--- src/rtl/rsa_pkg.sv ---
// Shared types and helpers for the RSA result streamer.
package rsa_pkg;

  typedef enum logic [2:0] {
    IDLE,
    WAIT_END,
    FETCH,
    LATCH,
    SEND,
    DONE
  } stream_state_t;

  // Counter width able to index n distinct values, never narrower than 1 bit.
  function automatic int cnt_w(input int n);
    return (n <= 2) ? 1 : $clog2(n);
  endfunction

endpackage

--- src/rtl/rsa_result_streamer_if.sv ---
// Bus bundle between the streamer, the core's data-memory read port and the byte consumer.
interface rsa_result_streamer_if #(
  parameter int DATA_W = 32,
  parameter int BYTE_W = 8,
  parameter int ADDR_W = 10
);

  // Control from the core.
  logic                  start;
  logic                  end_flag;
  // Data-memory read port: mem_rdata is valid one cycle after mem_addr.
  logic [ADDR_W-1:0]     mem_addr;
  logic [DATA_W-1:0]     mem_rdata;
  // Byte stream. A chunk moves on a rising edge where byte_valid and byte_ready
  // are both 1; once byte_valid rises, byte_out and byte_valid hold steady until
  // that transfer happens, and byte_ready may toggle freely without side effects.
  logic [BYTE_W-1:0]     byte_out;
  logic                  byte_valid;
  logic                  byte_ready;
  // Status.
  logic                  com_flag;
  logic                  done;
  // Debug view of the controller state.
  rsa_pkg::stream_state_t state;

  modport master (
    input  start, end_flag, mem_rdata, byte_ready,
    output mem_addr, byte_out, byte_valid, com_flag, done, state
  );

  modport slave (
    output start, end_flag, mem_rdata, byte_ready,
    input  mem_addr, byte_out, byte_valid, com_flag, done, state
  );

endinterface

--- src/rtl/rsa_result_streamer_chunk_sel.sv ---
// Picks chunk number idx out of a memory word, counting from either end.
module rsa_result_streamer_chunk_sel #(
  parameter int DATA_W    = 32,
  parameter int BYTE_W    = 8,
  parameter bit MSB_FIRST = 1'b1,
  parameter int CW        = 2
) (
  input  logic [DATA_W-1:0] word,
  input  logic [CW-1:0]     idx,
  output logic [BYTE_W-1:0] chunk
);

  localparam int CHUNKS = DATA_W / BYTE_W;

  // Plain mux: chunk 0 is the top slice when MSB_FIRST, the bottom slice otherwise.
  always_comb begin
    chunk = '0;
    for (int i = 0; i < CHUNKS; i++) begin
      if (idx == CW'(i)) begin
        if (MSB_FIRST) chunk = word[(CHUNKS-1-i)*BYTE_W +: BYTE_W];
        else           chunk = word[i*BYTE_W +: BYTE_W];
      end
    end
  end

endmodule

--- src/rtl/rsa_result_streamer.sv ---
// Streams a window of data memory out as byte chunks once the core signals completion.
module rsa_result_streamer
  import rsa_pkg::*;
#(
  parameter int DATA_W    = 32,
  parameter int BYTE_W    = 8,
  parameter int ADDR_W    = 10,
  parameter int BASE_ADDR = 0,
  parameter int NUM_WORDS = 64,
  parameter bit MSB_FIRST = 1'b1
) (
  input  logic                  clk,
  input  logic                  reset,
  rsa_result_streamer_if.master bus
);

  localparam int CHUNKS = DATA_W / BYTE_W;
  localparam int CW     = cnt_w(CHUNKS);
  localparam int WW     = cnt_w(NUM_WORDS + 1);
  localparam logic [CW-1:0]     LAST_CHUNK = CW'(CHUNKS - 1);
  localparam logic [WW-1:0]     LAST_WORD  = WW'(NUM_WORDS - 1);
  localparam logic [ADDR_W-1:0] BASE       = ADDR_W'(BASE_ADDR);

  if (DATA_W % BYTE_W != 0) begin : g_bad_width
    $error("DATA_W must be an integer multiple of BYTE_W");
  end
  if (BASE_ADDR + NUM_WORDS > 2**ADDR_W) begin : g_bad_window
    $error("result window runs past the end of the address space");
  end

  stream_state_t     state;
  logic [ADDR_W-1:0] mem_addr;
  logic [DATA_W-1:0] word_reg;
  logic [WW-1:0]     word_cnt;
  logic [CW-1:0]     chunk_cnt;
  logic              byte_valid;
  logic              com_flag;
  logic              done;
  logic              xfer;

  assign xfer = byte_valid & bus.byte_ready;

  // Controller: arm, wait for the core, then fetch/latch/send each word in turn.
  always_ff @(posedge clk or negedge reset) begin
    if (!reset) begin
      state      <= IDLE;
      mem_addr   <= BASE;
      word_reg   <= '0;
      word_cnt   <= '0;
      chunk_cnt  <= '0;
      byte_valid <= 1'b0;
      com_flag   <= 1'b0;
      done       <= 1'b0;
    end else if (!bus.start && state != IDLE) begin
      // Abort: whatever was in flight is dropped.
      state      <= IDLE;
      mem_addr   <= BASE;
      word_cnt   <= '0;
      chunk_cnt  <= '0;
      byte_valid <= 1'b0;
      com_flag   <= 1'b0;
      done       <= 1'b0;
    end else begin
      case (state)
        IDLE: begin
          if (bus.start) state <= WAIT_END;
        end
        WAIT_END: begin
          if (bus.end_flag) begin
            state    <= FETCH;
            word_cnt <= '0;
            mem_addr <= BASE;
            com_flag <= 1'b1;
          end
        end
        FETCH: begin
          state <= LATCH;
        end
        LATCH: begin
          word_reg   <= bus.mem_rdata;
          chunk_cnt  <= '0;
          byte_valid <= 1'b1;
          state      <= SEND;
        end
        SEND: begin
          if (xfer) begin
            if (chunk_cnt != LAST_CHUNK) begin
              chunk_cnt <= chunk_cnt + CW'(1);
            end else if (word_cnt != LAST_WORD) begin
              byte_valid <= 1'b0;
              word_cnt   <= word_cnt + WW'(1);
              mem_addr   <= mem_addr + ADDR_W'(1);
              state      <= FETCH;
            end else begin
              byte_valid <= 1'b0;
              com_flag   <= 1'b0;
              done       <= 1'b1;
              state      <= DONE;
            end
          end
        end
        DONE: begin
          done     <= 1'b1;
          com_flag <= 1'b0;
        end
        default: state <= IDLE;
      endcase
    end
  end

  rsa_result_streamer_chunk_sel #(
    .DATA_W   (DATA_W),
    .BYTE_W   (BYTE_W),
    .MSB_FIRST(MSB_FIRST),
    .CW       (CW)
  ) u_chunk_sel (
    .word (word_reg),
    .idx  (chunk_cnt),
    .chunk(bus.byte_out)
  );

  assign bus.mem_addr   = mem_addr;
  assign bus.byte_valid = byte_valid;
  assign bus.com_flag   = com_flag;
  assign bus.done       = done;
  assign bus.state      = state;

endmodule

--- src/flat_wrapper.sv ---
// flat-port wrapper written by rule: the top's interface ports become plain ports
module rsa_result_streamer_flat import rsa_pkg::*;
#(
  parameter int DATA_W    = 32,
  parameter int BYTE_W    = 8,
  parameter int ADDR_W    = 10,
  parameter int BASE_ADDR = 0,
  parameter int NUM_WORDS = 64,
  parameter bit MSB_FIRST = 1'b1
)
  (clk, reset, bus_start, bus_end_flag, bus_mem_rdata, bus_byte_ready, bus_mem_addr, bus_byte_out, bus_byte_valid, bus_com_flag, bus_done, bus_state);
  rsa_result_streamer_if #(.DATA_W(DATA_W), .BYTE_W(BYTE_W), .ADDR_W(ADDR_W)) bus_i ();
  input  logic clk;
  input  logic reset;
  input wire logic [$bits(bus_i.start)-1:0] bus_start;
  input wire logic [$bits(bus_i.end_flag)-1:0] bus_end_flag;
  input wire logic [$bits(bus_i.mem_rdata)-1:0] bus_mem_rdata;
  input wire logic [$bits(bus_i.byte_ready)-1:0] bus_byte_ready;
  output wire logic [$bits(bus_i.mem_addr)-1:0] bus_mem_addr;
  output wire logic [$bits(bus_i.byte_out)-1:0] bus_byte_out;
  output wire logic [$bits(bus_i.byte_valid)-1:0] bus_byte_valid;
  output wire logic [$bits(bus_i.com_flag)-1:0] bus_com_flag;
  output wire logic [$bits(bus_i.done)-1:0] bus_done;
  output wire logic [$bits(bus_i.state)-1:0] bus_state;
  assign bus_i.start = bus_start;
  assign bus_i.end_flag = bus_end_flag;
  assign bus_i.mem_rdata = bus_mem_rdata;
  assign bus_i.byte_ready = bus_byte_ready;
  assign bus_mem_addr = bus_i.mem_addr;
  assign bus_byte_out = bus_i.byte_out;
  assign bus_byte_valid = bus_i.byte_valid;
  assign bus_com_flag = bus_i.com_flag;
  assign bus_done = bus_i.done;
  assign bus_state = bus_i.state;
  rsa_result_streamer #(.DATA_W(DATA_W), .BYTE_W(BYTE_W), .ADDR_W(ADDR_W), .BASE_ADDR(BASE_ADDR), .NUM_WORDS(NUM_WORDS), .MSB_FIRST(MSB_FIRST)) u_core (.clk(clk), .reset(reset), .bus(bus_i));
endmodule
--- config.mk ---
export PLATFORM = sky130hd
export DESIGN_NAME = rsa_result_streamer_flat
export DESIGN_NICKNAME = d
export VERILOG_FILES = /design/src/rtl/rsa_pkg.sv /design/src/rtl/rsa_result_streamer_if.sv /design/src/rtl/rsa_result_streamer_chunk_sel.sv /design/src/rtl/rsa_result_streamer.sv /design/src/flat_wrapper.sv
export SDC_FILE = /design/constraint.sdc
export NUM_CORES = 1
export LEC_CHECK = 0
export CAP_MARGIN = 40
export CORE_MARGIN = 2
export CORE_UTILIZATION = 50
export DETAILED_ROUTE_END_ITERATION = 8
export PLACE_DENSITY = 0.88
export SLEW_MARGIN = 10
export SYNTH_ARGS = -nofsm -noshare
export SYNTH_HDL_FRONTEND = slang
export SYNTH_HIERARCHICAL = 1
export SYNTH_SLANG_ARGS = --single-unit
--- constraint.sdc ---
create_clock -name clk -period 2.8 [get_ports clk]
set_clock_uncertainty 0.05 [all_clocks]
set_input_delay 0.7 -clock clk [delete_from_list [all_inputs] [get_ports clk]]
set_output_delay 0.7 -clock clk [all_outputs]
set_load 0.01 [all_outputs]
==> results of run 1 <==
==> logic make-up (layout without fill, tap and decap cells) <==
logic type | Yosys count | in the layout
multiplexers | 43 | 43
buffers and inverters | 19 | 88
adder cells (fa/ha/maj) | 3 | 3
AND/OR/NAND/NOR | 60 | 60
flip-flops | 57 | 57
AO/OA/AOI/OAI | 57 | 57
==> where the power goes <==
part           leakage, nW  total (mW)  switching (mW)  internal, mW
sequential           0.739        1.15           0.121          1.03
combinational        0.733       0.606           0.212         0.394
clock                0.113       0.843           0.319         0.524
total                 1.59        2.60           0.652          1.95
==> cell usage after synthesis (3+ instances only) <==
cell | n | area, sq um
o21ai_0 | 11 | 55.1
nand2_1 | 17 | 63.8
inv_1 | 5 | 18.8
buf_2 | 5 | 25.0
mux2_2 | 31 | 349
clkbuf_1 | 6 | 22.5
dfrtp_1 | 57 | 1430
nand3_1 | 15 | 75.1
o211ai_1 | 6 | 45.0
mux4_2 | 8 | 180
a31oi_1 | 7 | 43.8
and2_1 | 3 | 18.8
mux2i_1 | 3 | 30.0
ha_1 | 3 | 37.5
a21oi_1 | 8 | 40.0
nand4_1 | 4 | 25.0
nor2_1 | 3 | 11.3
or4_1 | 6 | 45.0
==> worst max path at each step <==
| stage | startpoint | slack (ns) | cells past startpoint | endpoint |
|---|---|---|---|---|
| after CTS | u_core/chunk_cnt[0] | 0.04 | 3 | bus_byte_out[5] |
| after global placement | bus_byte_ready | 0.37 | 5 | u_core/word_cnt[4] |
| final | u_core/chunk_cnt[0] | 0.10 | 3 | bus_byte_out[0] |
| after floorplan | bus_start | 0.87 | 6 | u_core/bus.mem_addr[8] |
| after global routing | u_core/chunk_cnt[0] | 0.03 | 3 | bus_byte_out[5] |
| after detailed placement | bus_byte_ready | 0.33 | 5 | u_core/word_cnt[4] |
==> through the flow <==
step	instance area (sq um)	util
after floorplan	2840	-
after global placement	3510	0.638
after detailed placement	3510	0.638
after CTS	3730	0.678
after global routing	3740	0.679
final	3740	0.679
==> repair_timing <==
item                                    4_1_cts  5_1_grt
buffers inserted                              0        0
endpoints found under the setup margin        0        4
gates resized for setup                       0        1
==> area by class of cell <==
cell class	count	area, sq um
Clock inverter	5	78.8
Timing Repair Buffer	67	664
Inverter	5	18.8
Clock buffer	11	141
Fill cell	395	1770
Sequential cell	57	1430
Multi-Input combinational cell	163	1320
Tap cell	72	90.1
==> worst max-delay path: stages, from the launching register on <==
cell and delay (ns):
dfrtp_1 0.40, buf_6 0.19, mux4_2 0.52, clkdlybuf4s50_1 0.49
==> routing by layer <==
metal	GRT usage	share of wire
met1	0.286	0.42
met2	0.342	0.50
met3	0.0386	0.056
met4	0.114	0.022
met5	0	0
==> flow_summary_export.csv, run 1 <==
group,metric,value,unit
sta,hold_viol,0,
clocking,clockBufferDepth,2,
critical_path,crit_path_start_kind,"register",
sta,fmax,0.371,GHz
cells_and_area,final_cells,380,
cells_and_area,area_growth,31.7,%
floorplan,coreArea,0.00551,sq mm
critical_path,r2r_end,"u_core/bus.mem_addr[3]",
grt,grt_usage,0.217,
synthesis,synth-main-ff-cell,"dfrtp_1",
critical_path,arrival,1.95,ns
power,power.leakage,1.59,nW
detailed_routing,wirelength,6.33,mm
clocking,cts.clk_slew.worst_paths,0.07,ns
sta,worst_pin_slew,0.718,ns
synthesis,synthAdderAreaFrac,0.0132,
synthesis,synth_edf_count,0,
synthesis,yosysWarnings,6,
grt,grt_overflow_total,0,
power,total_power,2.60,mW
place,gp_congestion,0.833,
sta,min_period,2.70,ns
critical_path,worstPathRequired,2.05,ns
critical_path,reg2reg_depth,5,
cells_and_area,fin_nets,343,
critical_path,r2r_start,"u_core/chunk_cnt[1]",
cells_and_area,largest_reg_flops,32,
detailed_routing,drc,0,
floorplan,die_h,79.4,um
floorplan,start_util,0.516,
grt,antenna_found_initial,0,
min_path,hold_class,"reg2reg",
critical_path,r2r_setup_slack,0.54,ns
sta,finalCritPeriodShare,0.963,
power,vdd_drop_max,0.502,mV
cells_and_area,final_common_cell,"clkdlybuf4s50_1",
grt,grt_pass1_vias,2211,
grt,grt_max_degree,58,
detailed_routing,dr.pass1.iters,4,
synthesis,muxShareOfSynthArea,0.201,
clocking,clkLatencyLatePin,0.33,ns
place,io_buffer_count,60,
synthesis,netlist_instances,239,
clocking,clockRootBuffer,"clkbuf_8",
synthesis,synth-seq-area-share,0.502,
clocking,h-tree-depth,3,
place,numPlacedInstances,364,
detailed_routing,wire_per_inst,16.7,um
clocking,cts_hold_buf,0,
critical_path,cp_max_fo,8,
synthesis,synth-seq-cells,57,
sta,finalSetupViolCount,0,
place,dp_slack,0.335,ns
critical_path,crit_path_end_kind,"primary output",
detailed_routing,drtIter0Drc,166,
cells_and_area,insertedDiodeCount,0,
floorplan,fp.dieW,79.4,um
sta,rsz0062_at_grt,"false",
sta,max_slew_margin,0.521,
synthesis,synth_compound_area_frac,0.136,
power,p_per_area,696,mW/mm^2
cells_and_area,layout-drive-gt1-share,0.214,
clocking,cts_sinks,57,
clocking,cts_tree,"built",
synthesis,synth_xor_xnor_area_share,0,
flow_run,drv_cap,0,
synthesis,synth-simple-area-share,0.114,
floorplan,ios,61,
detailed_routing,vias_per_cell,5.96,
grt,grt_pass1_wl,10.5,mm
floorplan,rows,27,
synthesis,synth_top_family_by_area,"multiplexers",
place,hpwl,4.31,mm
min_path,hold_depth,1,
clocking,cts_made_buffers,9,
min_path,min_from,"u_core/word_reg[11]",
synthesis,synth_nets,279,
cells_and_area,layout_common_cells,"clkdlybuf4s50_1, dfrtp_1, mux2_2",
sta,holdWs,0.438,ns
sta,slew_viol_final,0,
critical_path,crit_type,"reg2out",
synthesis,synth.distinct_cells,48,
synthesis,synth_area_per_cell,11.9,sq um
synthesis,syn_area,0.00284,sq mm
floorplan,dieArea,0.00630,sq mm
sta,fin_setup_tns,0,ns
sta,fin_ws,0.103,ns
detailed_routing,ant_nets,0,
synthesis,synth-async-reset-ratio,1.00,
status,outcome,"completed",
detailed_routing,via_count,2266,
min_path,holdPathEnd,"u_core/word_reg[11]",
Power figures use the tool's default switching activity.
==> inputs of run 2 (changes only) <==
CORE_UTILIZATION = 55   (was 50)
PLACE_DENSITY = 0.95   (was 0.88)
==> flow_summary_export.csv, run 2 (synthesis gave the netlist of run 1 again) <==
group,metric,value,unit
detailed_routing,wire_per_inst,18.0,um
cells_and_area,final_common_cell,"clkdlybuf4s50_1",
critical_path,worstPathRequired,2.05,ns
sta,min_period,2.75,ns
grt,grt_pass1_wl,11.0,mm
power,p_seq_frac,0.455,
clocking,clockRootBuffer,"clkbuf_8",
critical_path,crit_path_end_kind,"primary output",
grt,antenna_found_initial,0,
clocking,clockBufferDepth,2,
detailed_routing,vias_per_cell,6.00,
sta,fin_setup_tns,0,ns
cells_and_area,area_growth,32.2,%
detailed_routing,ant_nets,0,
detailed_routing,drtIter0Drc,290,
power,p_int,1.89,mW
floorplan,rows,26,
power,clockPowerShare,0.305,
flow_run,drv_cap,0,
sta,max_slew_margin,0.599,
power,p_switching,680,uW
sta,holdWs,0.251,ns
critical_path,crit_type,"reg2out",
clocking,cts_tree,"built",
power,power.leakage,1.60,nW
place,io_buffer_count,60,
clocking,cts_sinks,57,
place,numPlacedInstances,364,
grt,grt_overflow_total,0,
grt,grt_pass1_vias,2233,
clocking,h-tree-depth,3,
detailed_routing,via_count,2293,
cells_and_area,largest_reg_flops,32,
detailed_routing,wirelength,6.88,mm
clocking,cts_made_buffers,9,
sta,hold_viol,0,
floorplan,die_h,75.8,um
power,vdd_drop_max,0.523,mV
floorplan,start_util,0.563,
cells_and_area,insertedDiodeCount,0,
sta,worst_pin_slew,0.598,ns
sta,fmax,0.363,GHz
sta,finalCritPeriodShare,0.983,
critical_path,r2r_setup_slack,0.45,ns
floorplan,dieArea,0.00575,sq mm
cells_and_area,final_cells,382,
place,gp_congestion,0.906,
clocking,clkLatencyLatePin,0.33,ns
floorplan,ios,61,
critical_path,arrival,2.00,ns
floorplan,fp.dieW,75.8,um
grt,grt_usage,0.262,
cells_and_area,fin_nets,347,
power,p_per_area,684,mW/mm^2
min_path,hold_class,"in2async",
critical_path,cp_max_fo,8,
clocking,cts.clk_slew.worst_paths,0.07,ns
place,hpwl,4.73,mm
cells_and_area,layout_common_cells,"clkdlybuf4s50_1, dfrtp_1, mux2_2",
floorplan,coreArea,0.00504,sq mm
grt,grt_max_degree,34,
cells_and_area,layout-drive-gt1-share,0.224,
power,comb_power_share,0.239,
critical_path,crit_path_start_kind,"register",
status,outcome,"completed",
detailed_routing,dr.pass1.iters,5,
detailed_routing,drc,0,
sta,finalSetupViolCount,0,
power,p_sw_frac,0.265,
sta,slew_viol_final,0,
run 2: worst max-delay path, cell delays in order, from the launching register on:
cell             delay, ns
dfrtp_1               0.42
buf_6                 0.20
mux4_2                0.53
clkdlybuf4s50_1       0.52
run 2: worst paths after layout:
| kind | startpoint | endpoint | depth (start not counted) |
|---|---|---|---|
| max in group asynchronous | reset | u_core/word_reg[0] | 2 |
| min in group clk | u_core/word_reg[4] | u_core/word_reg[4] | 1 |
| worst max register to register | u_core/chunk_cnt[1] | u_core/word_cnt[4] | 5 |
| worst max-delay path | u_core/chunk_cnt[0] | bus_byte_out[3] | 3 |
| worst min-delay path | reset | u_core/chunk_cnt[0] | 1 |
| worst min register to register | u_core/word_reg[4] | u_core/word_reg[4] | 1 |
run 2: power groups by stage:
stage	clock, mW	sequential (mW)	combinational, mW
finish	0.784	1.17	0.614
global route	0.822	1.19	0.666
CTS	0.796	1.16	0.616
detailed placement	0	1.17	0.610
global placement	0	1.15	0.584
floorplan	0	1.13	0.347
run 2: what timing repair did:
action | CTS | global route
buffers inserted | 0 | 2
hold buffers | 0 | 0
gates resized for setup | 1 | 0
setup endpoints to repair | 1 | 2
hold endpoints to repair | 0 | 0
pin swaps | 0 | 0
run 2: per-stage QoR:
step	worst slack (ns)	util	area, sq um	power [mW]
after global routing	-0.00643	0.744	3750	2.68
final	0.0478	0.744	3750	2.57
after floorplan	0.870	-	2840	1.48
after detailed placement	0.315	0.700	3530	1.78
after CTS	0.0356	0.741	3740	2.58
after global placement	0.379	0.700	3530	1.73
run 2: layer usage:
layer / track usage / part of all wire / vias up
li1: - / - / 1057
met5: 0 / 0 / -
met4: 0.136 / 0.018 / 0
met2: 0.411 / 0.52 / 110
met3: 0.0542 / 0.055 / 15
met1: 0.344 / 0.41 / 1111
run 2: area by class of cell:
| class | instances | area (sq um) |
|---|---|---|
| multi-input cells | 163 | 1320 |
| repair buffers | 71 | 694 |
| fillers | 315 | 1290 |
| flip-flops and latches | 57 | 1430 |
| inverters | 5 | 18.8 |
| clock buffers | 12 | 155 |
| well taps | 70 | 87.6 |
| clock inverters | 4 | 51.3 |
